**config.mk**
```make
export PLATFORM = sky130hd
export DESIGN_NAME = ps2_kbd_rx
export DESIGN_NICKNAME = d
export VERILOG_FILES = /design/src/rtl/ps2_kbd_rx_pkg.sv /design/src/rtl/ps2_event_fifo.sv /design/src/rtl/ps2_kbd_rx.sv
export SDC_FILE = /design/constraint.sdc
export NUM_CORES = 1
export LEC_CHECK = 0
export CAP_MARGIN = 10
export CORE_UTILIZATION = 55
export DETAILED_ROUTE_END_ITERATION = 6
export PLACE_DENSITY = 0.73
export REMOVE_ABC_BUFFERS = 1
export SLEW_MARGIN = 10
export SYNTH_ARGS = -nofsm -noshare
export SYNTH_HDL_FRONTEND = slang
export SYNTH_SLANG_ARGS = --single-unit
```
**constraint.sdc**
```tcl
create_clock -name clk -period 6.6 [get_ports clk]
set_input_delay 0.99 -clock clk [delete_from_list [all_inputs] [get_ports clk]]
set_output_delay 0.99 -clock clk [all_outputs]
set_load 0.02 [all_outputs]
```
**src/rtl/ps2_kbd_rx_pkg.sv**
```systemverilog
`default_nettype none
// ============================================================================
//  Module      : ps2_pkg
//  Description : Shared types and constants for the PS/2 keyboard receiver:
//                event record, prefix byte codes, frame-state encoding and
//                the frame acceptance check.
//  Revision    : 1.0 - initial release
// ============================================================================
package ps2_pkg;

   // Prefix bytes that modify the next scan code instead of producing events
   localparam logic [7:0] PS2_EXT = 8'hE0;
   localparam logic [7:0] PS2_BRK = 8'hF0;

   // One decoded key event as stored in the event FIFO
   typedef struct packed {
      logic       ext;
      logic       brk;
      logic [7:0] code;
   } ps2_event_t;

   // Frame receiver states
   typedef enum logic [1:0] {
      ST_IDLE  = 2'd0,
      ST_SHIFT = 2'd1,
      ST_CHECK = 2'd2
   } ps2_frame_state_t;

   // Odd parity over data+parity and a high stop bit make a valid frame
   function automatic logic frame_ok(input logic [7:0] data,
                                     input logic       parity,
                                     input logic       stop);
      return (^{data, parity}) & stop;
   endfunction

endpackage
`default_nettype wire

```
**src/rtl/ps2_event_fifo.sv**
```systemverilog
`default_nettype none
// ============================================================================
//  Module      : ps2_event_fifo
//  Description : First-word fall-through FIFO of ps2_event_t entries.
//                A push while full is dropped (drop pulse) unless a pop
//                happens in the same cycle. Storage is reset so the head
//                reads as zero out of reset.
//  Revision    : 1.0 - initial release
// ============================================================================
module ps2_event_fifo
   import ps2_pkg::*;
#(
   parameter int DEPTH = 8
) (
   input  logic                     clk,
   input  logic                     resetn,
   input  logic                     push,
   input  ps2_event_t               push_data,
   input  logic                     pop,
   output ps2_event_t               head,
   output logic [$clog2(DEPTH):0]   count,
   output logic                     drop
);

   localparam int c_AW = $clog2(DEPTH);

   ps2_event_t         r_mem [DEPTH];
   logic [c_AW-1:0]    r_wr_ptr;
   logic [c_AW-1:0]    r_rd_ptr;
   logic [c_AW:0]      r_count;

   logic w_full;
   logic w_empty;
   logic w_do_pop;
   logic w_do_push;

   assign w_full    = (r_count == (c_AW+1)'(DEPTH));
   assign w_empty   = (r_count == '0);
   assign w_do_pop  = pop & ~w_empty;
   // A full FIFO still accepts a push when the head leaves in the same cycle
   assign w_do_push = push & (~w_full | w_do_pop);
   assign drop      = push & w_full & ~w_do_pop;

   // Storage, pointers (wrap modulo DEPTH) and occupancy
   always_ff @(posedge clk or negedge resetn) begin
      if (!resetn) begin
         for (int i = 0; i < DEPTH; i++) begin
            r_mem[i] <= '0;
         end
         r_wr_ptr <= '0;
         r_rd_ptr <= '0;
         r_count  <= '0;
      end else begin
         if (w_do_push) begin
            r_mem[r_wr_ptr] <= push_data;
            r_wr_ptr        <= r_wr_ptr + 1'b1;
         end
         if (w_do_pop) begin
            r_rd_ptr <= r_rd_ptr + 1'b1;
         end
         if (w_do_push && !w_do_pop) begin
            r_count <= r_count + 1'b1;
         end else if (!w_do_push && w_do_pop) begin
            r_count <= r_count - 1'b1;
         end
      end
   end

   assign head  = r_mem[r_rd_ptr];
   assign count = r_count;

endmodule
`default_nettype wire

```
**src/rtl/ps2_kbd_rx.sv**
```systemverilog
`default_nettype none
// ============================================================================
//  Module      : ps2_kbd_rx
//  Description : PS/2 keyboard receiver. Synchronises ps2_clk/ps2_data,
//                deserialises 11-bit frames on ps2_clk falling edges, folds
//                E0/F0 prefixes into make/break events and queues them in a
//                first-word fall-through FIFO. Sticky overflow and
//                frame_err flags, cleared by clr_err.
//                Optional: define PS2_KBD_RX_DEGLITCH_EN to require the
//                synchronised ps2_clk level to be stable for 4 clk cycles
//                before it is accepted.
//  Revision    : 1.0 - initial release
// ============================================================================
module ps2_kbd_rx
   import ps2_pkg::*;
#(
   parameter int FIFO_DEPTH  = 8,
   parameter int TIMEOUT_CYC = 5000,
   parameter int SYNC_STAGES = 3
) (
   input  logic                          clk,
   input  logic                          resetn,
   input  logic                          ps2_clk,
   input  logic                          ps2_data,
   output logic                          ev_valid,
   input  logic                          ev_ready,
   output logic [7:0]                    ev_code,
   output logic                          ev_brk,
   output logic                          ev_ext,
   output logic [$clog2(FIFO_DEPTH):0]   fifo_count,
   output logic                          overflow,
   output logic                          frame_err,
   input  logic                          clr_err
);

   localparam int c_TO_W = $clog2(TIMEOUT_CYC + 1);

   logic [SYNC_STAGES-1:0] r_clk_sync;
   logic [SYNC_STAGES-1:0] r_data_sync;
   logic                   w_fall;
   logic                   w_data;

   ps2_frame_state_t       r_state;
   logic [3:0]             r_bit_cnt;
   logic [c_TO_W-1:0]      r_to_cnt;
   logic [7:0]             r_shift;
   logic                   r_parity;
   logic                   r_stop;
   logic                   r_ext_pend;
   logic                   r_brk_pend;
   logic                   r_push;
   ps2_event_t             r_push_data;
   logic                   r_frame_err;
   logic                   r_overflow;

   ps2_event_t             w_head;
   logic                   w_drop;
   logic                   w_pop;

   // Synchronisers reset high so an idle bus never looks like an edge
   always_ff @(posedge clk or negedge resetn) begin
      if (!resetn) begin
         r_clk_sync  <= '1;
         r_data_sync <= '1;
      end else begin
         r_clk_sync  <= {r_clk_sync[SYNC_STAGES-2:0], ps2_clk};
         r_data_sync <= {r_data_sync[SYNC_STAGES-2:0], ps2_data};
      end
   end

   assign w_data = r_data_sync[SYNC_STAGES-1];

`ifdef PS2_KBD_RX_DEGLITCH_EN
   logic       r_clk_filt;
   logic       r_clk_filt_d;
   logic [1:0] r_dg_cnt;

   // Accept a new ps2_clk level only after 4 consecutive cycles of it
   always_ff @(posedge clk or negedge resetn) begin
      if (!resetn) begin
         r_clk_filt   <= 1'b1;
         r_clk_filt_d <= 1'b1;
         r_dg_cnt     <= '0;
      end else begin
         r_clk_filt_d <= r_clk_filt;
         if (r_clk_sync[SYNC_STAGES-1] == r_clk_filt) begin
            r_dg_cnt <= '0;
         end else if (r_dg_cnt == 2'd3) begin
            r_clk_filt <= r_clk_sync[SYNC_STAGES-1];
            r_dg_cnt   <= '0;
         end else begin
            r_dg_cnt <= r_dg_cnt + 1'b1;
         end
      end
   end

   assign w_fall = r_clk_filt_d & ~r_clk_filt;
`else
   assign w_fall = r_clk_sync[SYNC_STAGES-1] & ~r_clk_sync[SYNC_STAGES-2];
`endif

   // Frame FSM: start/data/parity/stop capture, checking, prefix folding
   always_ff @(posedge clk or negedge resetn) begin
      if (!resetn) begin
         r_state     <= ST_IDLE;
         r_bit_cnt   <= '0;
         r_to_cnt    <= '0;
         r_shift     <= '0;
         r_parity    <= 1'b0;
         r_stop      <= 1'b0;
         r_ext_pend  <= 1'b0;
         r_brk_pend  <= 1'b0;
         r_push      <= 1'b0;
         r_push_data <= '0;
         r_frame_err <= 1'b0;
      end else begin
         r_push <= 1'b0;
         // Clear first so a same-cycle error below takes priority
         if (clr_err) begin
            r_frame_err <= 1'b0;
         end
         case (r_state)
            ST_IDLE: begin
               r_bit_cnt <= '0;
               r_to_cnt  <= '0;
               if (w_fall && !w_data) begin
                  r_state <= ST_SHIFT;
               end
            end
            ST_SHIFT: begin
               if (w_fall) begin
                  r_to_cnt  <= '0;
                  r_bit_cnt <= r_bit_cnt + 1'b1;
                  if (r_bit_cnt < 4'd8) begin
                     r_shift <= {w_data, r_shift[7:1]};
                  end else if (r_bit_cnt == 4'd8) begin
                     r_parity <= w_data;
                  end else begin
                     r_stop  <= w_data;
                     r_state <= ST_CHECK;
                  end
               end else if (r_to_cnt == c_TO_W'(TIMEOUT_CYC - 1)) begin
                  r_state     <= ST_IDLE;
                  r_bit_cnt   <= '0;
                  r_to_cnt    <= '0;
                  r_frame_err <= 1'b1;
                  r_ext_pend  <= 1'b0;
                  r_brk_pend  <= 1'b0;
               end else begin
                  r_to_cnt <= r_to_cnt + 1'b1;
               end
            end
            ST_CHECK: begin
               r_state   <= ST_IDLE;
               r_bit_cnt <= '0;
               if (frame_ok(r_shift, r_parity, r_stop)) begin
                  if (r_shift == PS2_EXT) begin
                     r_ext_pend <= 1'b1;
                  end else if (r_shift == PS2_BRK) begin
                     r_brk_pend <= 1'b1;
                  end else begin
                     r_push      <= 1'b1;
                     r_push_data <= '{ext: r_ext_pend, brk: r_brk_pend, code: r_shift};
                     r_ext_pend  <= 1'b0;
                     r_brk_pend  <= 1'b0;
                  end
               end else begin
                  r_frame_err <= 1'b1;
                  r_ext_pend  <= 1'b0;
                  r_brk_pend  <= 1'b0;
               end
            end
            default: begin
               r_state <= ST_IDLE;
            end
         endcase
      end
   end

   // Sticky overflow: a dropped push wins over a same-cycle clear
   always_ff @(posedge clk or negedge resetn) begin
      if (!resetn) begin
         r_overflow <= 1'b0;
      end else if (w_drop) begin
         r_overflow <= 1'b1;
      end else if (clr_err) begin
         r_overflow <= 1'b0;
      end
   end

   assign w_pop = ev_valid & ev_ready;

   ps2_event_fifo #(
      .DEPTH     (FIFO_DEPTH)
   ) u_fifo (
      .clk       (clk),
      .resetn    (resetn),
      .push      (r_push),
      .push_data (r_push_data),
      .pop       (w_pop),
      .head      (w_head),
      .count     (fifo_count),
      .drop      (w_drop)
   );

   assign ev_valid  = (fifo_count != '0);
   assign ev_code   = w_head.code;
   assign ev_brk    = w_head.brk;
   assign ev_ext    = w_head.ext;
   assign overflow  = r_overflow;
   assign frame_err = r_frame_err;

endmodule
`default_nettype wire

```
Word-level counts from Yosys, hierarchy flattened --
Cells that the tools add are included.
Operators by class: reductions and logical operators 25, equal/unequal tests 15, add/sub/neg operators 6, bitwise operators 18, multiplexer cells 41, order comparisons 4
Operators with widths (count):
- $bwmux 80 | 1
- $bmux 10 s3 | 1
- $demux 10 s3 | 1
- $mux 10 | 3
- $mux 13 | 2
- $pmux 13 s2 | 1
- $reduce_and 4->1 | 6
- $mux 1 | 18
- $eq 8x8->1 const B | 2
- $mux 4 | 4
- $add 13x1->13 const B | 1
- $eq 13x13->1 const B | 1
- $ne 3x3->1 const B | 4
- $mux 2 | 5
- $reduce_bool 2->1 | 5
- $reduce_xor 9->1 | 1
- $add 4x1->4 const B | 2
- $eq 4x4->1 const B | 2
- $ge 4x4->1 const B | 2
- $not 1->1 | 8
- $not 3->4 | 2
- $pmux 4 s2 | 1
- $and 1x1->1 | 7
- $add 3x1->3 const B | 2
- other kinds (18) | 27
Storage, ports and cells: register bits 140, input port bits 6, logic and storage cells 152

Depth between registers and ports, before layout --
depth after elaboration 9, depth in mapped cells 11, gate-level depth less buffers 11

Hierarchy --
From an unflattened synthesis, not the netlist that was laid out.
Second synthesis, totals: cells, all modules 483, area, all modules 6663.9 sq um
Modules (own cells, without submodules):
- ps2_event_fifo | cells an instance 269, area an instance 4285.4 sq um, instances 1, seq. area each 2252.2 sq um
- ps2_kbd_rx | cells an instance 214, area an instance 2378.5 sq um, instances 1, seq. area each 1258.7 sq um

Worst setup path after synthesis --
No wires, ideal clock.
path kind register to output, start point reg u_fifo.r_rd_ptr[0], end point out ev_code[3], path buffers 1, arrival time 1804 ps, required time 5610 ps, stages on the path, launching flop included 4, slack 3806 ps, cells stage by stage dfrtp_1 buf_1 mux4_2 mux2_2
Between the ends: word-level cells in the longest chain between the ends 4
RTL lines:
- start, declared | line ps2_event_fifo.sv:29 | logic [c_AW-1:0] r_rd_ptr;
- start signal, assigned | line ps2_event_fifo.sv:59 | r_rd_ptr <= r_rd_ptr + 1'b1;
- $not 3->4 (implied by the code) | line ps2_event_fifo.sv:69 | assign head = r_mem[r_rd_ptr];
- $bmux 10 s3 | line ps2_event_fifo.sv:69
- $mux 10 (implied by the code) (2 in series) | line ps2_event_fifo.sv:69
- end, declared | line ps2_kbd_rx.sv:27 | output logic [7:0] ev_code,
Every way passes these cells. The select of a mux whose other input is x is not followed.

Worst setup path in the final report --
start point reg u_fifo.r_rd_ptr[1], end point out ev_ext
Between the ends: word-level cells in the longest chain between the ends 4
RTL lines:
- $not 3->4 (implied by the code) | line ps2_event_fifo.sv:69
- $bmux 10 s3 | line ps2_event_fifo.sv:69
- $mux 10 (implied by the code) (2 in series) | line ps2_event_fifo.sv:69
- end, declared | line ps2_kbd_rx.sv:29 | output logic ev_ext,
Every way passes these cells. The select of a mux whose other input is x is not followed.

==> impl_metrics.json <==
{
  "clock_sinks": 140,
  "ctsHoldBuffers": 0,
  "die_w_um": 111,
  "min_path_cells": 0,
  "post-route-period-util": 0.565,
  "pwr-share-comb": 0.213,
  "syn_area_per_cell_um2": 13.5,
  "wl_per_cell_um": 18.5,
  "yosysSeqAreaShare": 0.540,
  "hp-class": "reg2reg",
  "core_area_um2": 11500,
  "ys_top_cells_by_area": "dfrtp_1 52%, mux2_2 19%, mux4_2 6.9%, dfstp_2 2.4%, ha_1 2.1%",
  "cts_buffers": 17,
  "p_leak_nw": 3.46,
  "status": "finished clean",
  "num_rows": 39,
  "timing.fmax_ghz": 0.268,
  "wl_um": 12300,
  "syn_area_um2": 6500,
  "grtUsageMet2": 0.373,
  "cap_violations": 0,
  "die_height_um": 111,
  "cts_buffer_depth": 2,
  "start_util": 0.567,
  "critPathRequiredTime_ns": 5.61,
  "vias": 3880,
  "synth_edf_count": 0,
  "ys_ff_latch": 140,
  "slowest_delay_ns": 1.06,
  "met3_usage": 0.0776,
  "final.setup_skew_ns": 0.00851,
  "timing.final.ws_setup_ns": 2.87,
  "hold_end": "r_data_sync[2]$_DFF_PN1_",
  "antenna_cells": 0,
  "synth.largest_area_cell": "dfrtp_1",
  "overflow": 0,
  "hold_viol": 0,
  "crit_fanout": 22,
  "drc": 0,
  "critPathBufInv": 1,
  "fin_util": 0.649,
  "finalNonFillerCells": 663,
  "htree_levels": 4,
  "root_buffer": "clkbuf_16",
  "p_clk_frac": 0.377,
  "place_inst": 631,
  "slew_headroom": 0.278,
  "reg2reg_depth": 5,
  "grt_use_total": 0.226,
  "tightest_slew_ns": 1.08,
  "cpMaxStageDelayCell": "dfrtp_1",
  "viasPerCell": 5.85,
  "slew_viol_final": 0,
  "synth.distinct_cells": 52,
  "endpoint_kind": "output port",
  "ios": 23,
  "cts_resized": 0,
  "numPortBuffers": 22,
  "min-delay-start": "r_data_sync[1]$_DFF_PN1_",
  "pre_cts_slack_ns": 3.18,
  "worstReg2RegEnd": "r_state[0]$_DFFE_PN0P_",
  "finalSetupViolations": 0,
  "async_flop_share": 1.00,
  "path_cells": "mux4_2 -> mux2_2 -> clkdlybuf4s50_1",
  "dpl.hpwl_um": 7760,
  "die_area_um2": 12300,
  "met1_usage": 0.279,
  "gp_congestion": 0.837,
  "grt_max_degree": 78,
  "syn2layout_area_growth_pct": 14.6,
  "synthFlopType": "dfrtp_1",
  "grt_setup_unrepaired": "no",
  "seqPwrFrac": 0.409,
  "fin_hold_ws_ns": 0.354,
  "path_clk_slew_ns": 0.06,
  "irDropWorstVdd_uv": 305,
  "first_pass_iters": 6,
  "insertion_delay_ns": 0.43,
  "path_class": "reg2out",
  "r2r_start": "r_to_cnt[10]$_DFFE_PN0P_",
  "arrival_ns": 2.74,
  "grt_antenna_before_repair": 0,
  "layout_min_cycle_time_ns": 3.73,
  "yosysTopAreaCellShare": 0.516,
  "grt_pass1_wl_um": 21000,
  "netlist_instances": 482,
  "switchingPower_mw": 0.743,
  "post_cts_buffers": 0,
  "grt_pass1_vias": 4124,
  "top_usage_layer": "met2",
  "drive_gt1_frac": 0.340,
  "drt_iter0_drc": 145,
  "rrSetupSlack_ns": 3.70,
  "powerDensity_nw_per_um2": 343,
  "swShare": 0.291,
  "setup_tns_ns": 0,
  "internal-power_mw": 1.81,
  "drtAntennaViolNets": 0,
  "cts_tree": "done",
  "ys_warn_count": 0,
  "cp_top_family": "flip-flops",
  "critPathLaunchType": "flop",
  "layout.nets": 525
}
-- power by group through the flow --
| stage | Clock, mW | Combinational, mW | Sequential [mW] |
|---|---|---|---|
| final | 0.964 | 0.545 | 1.04 |
| after global routing | 1.03 | 0.598 | 1.06 |
| after CTS | 0.980 | 0.553 | 1.05 |
| after detailed placement | 0 | 0.547 | 1.06 |
| after global placement | 0 | 0.531 | 1.06 |
| after floorplan | 0 | 0.363 | 1.07 |
-- logic make-up after synthesis --
group / share of synthesized area
DFF: 0.540
muxes: 0.260
and+or+nand+nor: 0.0768
AOI/OAI and AO/OA: 0.0518
buffers and inverters: 0.0235
xor gates and xnor gates: 0.0233
adders and majority gates: 0.0243
-- worst register-to-register path: stages, from the launching register on --
cell	delay, ns
dfrtp_1	0.42
or4b_1	0.56
nor4_2	0.89
or2_1	0.41
o211ai_1	0.17
mux2_1	0.34
-- Yosys cell counts (all sizes together) (3+ instances only) --
cell type	count
nand3	13
nand2b	4
nor2	11
buf	9
ha	11
xnor2	10
a21oi	10
clkbuf	10
o21ai	24
a22o	3
dfrtp	134
nor2b	4
a211oi	3
dfstp	6
mux2	109
nor4	4
inv	19
nand2	28
mux4	20
or2	3
nor3	9
or3	7
and3	3
-- layout by cell type, fill, tap and decap left out, types with 3 or more instances in the layout --
cell type,instances
dfrtp_1,134
inv_1,18
bufinv_16,3
nor4_1,3
clkbuf_16,17
nand2b_1,4
nand3_1,13
mux4_2,20
mux2_2,108
a211oi_1,3
o21ai_0,23
nor2b_1,4
clkinv_2,6
xnor2_1,10
nand2_1,28
dfstp_2,6
ha_1,11
a21oi_1,10
and3_1,3
nor3_1,8
or3_1,7
a22o_1,3
buf_4,3
nor2_1,11
clkdlybuf4s50_1,21
-- flip-flops by register name, indices dropped and copies added (netlist names), 2 cells and up --
name             cells
u_fifo.r_mem        80
u_fifo.r_wr_ptr      3
r_data_sync          3
u_fifo.count         4
r_clk_sync           3
u_fifo.r_rd_ptr      3
r_to_cnt            13
r_push_data         10
r_state              2
r_bit_cnt            4
r_shift              8
-- worst max path at each step --
stage / start / end / slack [ns] / cells after the start
after detailed placement: ev_ready / u_fifo.count[3]$_DFFE_PN0P_ / 3.18 / 12
final: u_fifo.r_rd_ptr[1]$_DFFE_PN0P_ / ev_ext / 2.87 / 3
after global routing: u_fifo.r_rd_ptr[1]$_DFFE_PN0P_ / ev_code[0] / 2.78 / 3
after CTS: u_fifo.r_rd_ptr[1]$_DFFE_PN0P_ / ev_ext / 2.83 / 3
after global placement: ev_ready / u_fifo.count[3]$_DFFE_PN0P_ / 3.29 / 12
after floorplan: ev_ready / u_fifo.r_mem[50]$_DFFE_PN0P_ / 3.66 / 4
-- layer usage --
layer	share of wire	up-vias
met5	0	-
met3	0.037	20
met1	0.44	1992
met4	0.016	0
met2	0.50	60
li1	-	1808
-- cell type report --
type                    instances  area, um2
inverters                      19       71.3
clock buffers                  20        457
flip-flops and latches        140       3510
clock inverters                12        145
multi-input cells             304       2840
well taps                     143        179
repair buffers                 25        244
fillers                       819       4020
-- through the flow --
step | area (um2) | power, mW
floorplan | 6410 | 1.43
global placement | 6840 | 1.59
detailed placement | 6840 | 1.61
CTS | 7450 | 2.58
global route | 7450 | 2.68
finish | 7450 | 2.55
Note: power is estimated with default switching activity, not from simulation.
==> RTL edit, RTL diff (same flow settings) <==
`FIFO_DEPTH`: 8 -> 16.
--- a/src/rtl/ps2_kbd_rx.sv
+++ b/src/rtl/ps2_kbd_rx.sv
@@ -14,7 +14,7 @@
 module ps2_kbd_rx
    import ps2_pkg::*;
 #(
-   parameter int FIFO_DEPTH  = 8,
+   parameter int FIFO_DEPTH  = 16,
    parameter int TIMEOUT_CYC = 5000,
    parameter int SYNC_STAGES = 3
 ) (
Ports: changed (resized fifo_count); port bits go from 23 to 24. No check against the original RTL was run, so the function may have changed too.
==> RTL edit against the unedited design <==
Clock power rose by 57%. Fmax fell by 16%. Count of clock-buffer cells in the layout grew 13. Power up 30%. Wire length is 80% higher. Area after synthesis increased by 66%. Setup slack worse by 0.73 ns. Register-to-register slack worse by 0.38 ns. Global-route usage up 0.89 points. Sequential power rose by 40%. Synthesized cell count rose by 48%. Design area grew 62%. Sequential cell count is 83 higher. Critical endpoint is now ev_brk. Largest cell class unchanged.
==> RTL edit: results (changes against the unedited design) <==
| Metric | Value |
|---|---|
| Top power group | the clock network |
| Setup WS pre-CTS | 2.598 ns (-0.5846 ns) |
| GP Congestion | 0.7863 (-6.0%) |
| CP Max Fanout | 23 (+4.5%) |
| Largest net degree at the start of global routing | 83 (+6.4%) |
| Worst-skew pair later-pin latency | 0.52 ns (+0.09 ns) |
| Initial DRC Count | 289 (+99%) |
| Global-route wire length before repair | 36.03 mm (+71%) |
| Peak supply drop | 0.2400 mV (-21%) |
| Worst slew pin tran | 1.024 ns (-0.05991 ns) |
| Top flop regs | u_fifo.r_mem (160), r_to_cnt (13), r_push_data (10) |
| M1 WL | 9.188 mm (+70%) |
| Placed cells | 962 (+52%) |
| H-tree depth | 1 (-3) |
| Routed vias/inst | 5.948 (+1.6%) |
| Post-synthesis sequential area ratio | 0.5188 (-0.02163) |
| Met2 WL | 11.26 mm (+82%) |
| Cell Int Power | 2.534 mW (+40%) |
| Worst r2r path cells | 12 (+7) |
| Status | complete, no violations |
| Library cells used by synthesis | 58 (+12%) |
| Vias in the first global route | 6,506 (+58%) |
| Post-DP HPWL | 13.81 mm (+78%) |
| Maximum clock insertion buffer count | 3 (+1) |
| Commonest cells in the netlist | 217 x dfrtp_1, 88 x mux2_4, 80 x mux2_2 |
| R2r startpoint | u_fifo.count[1] |
| Clk_skew | 0.02072 ns (+0.01221 ns) |
| Comb power frac | 0.101 (-0.112) |
| Switch share | 0.2337 (-0.05731) |
| Fin Hold WS | 0.3538 ns (-0.0003580 ns) |
| CP arrival | 3.47 ns (+0.73 ns) |
==> RTL edit: changes by cell type after synthesis, moves of 10 or more <==
cell	unedited run	this run
mux2_1	1	11
dfrtp_1	134	217
mux4_2	20	50
clkbuf_1	10	22
mux2_4	0	88
buf_6	0	10
mux2_2	108	80
==> RTL edit: critical path: stages (launching register included) <==
cell,delay [ns]
dfrtp_2,0.85
buf_4,0.49
mux4_2,0.57
mux4_2,0.49
clkdlybuf4s50_1,0.55
==> RTL edit: per-layer routing <==
layer	global-route usage	vias to the layer above
li1	-	2642
met1	0.3023	3144
met3	0.03668	48
met5	0	-
met2	0.4065	150
met4	0.08093	0
==> RTL edit: final cells by class <==
type / count / area, um2 / area share
Clock buffer: 33 / 725.7 / 0.06016
Tap cell: 260 / 325.3 / 0.02697
Clock inverter: 11 / 192.7 / 0.01597
Timing Repair Buffer: 27 / 265.3 / 0.02199
Inverter: 22 / 82.58 / 0.006846
Sequential cell: 223 / 5589 / 0.4633
Multi-Input combinational cell: 430 / 4882 / 0.4047
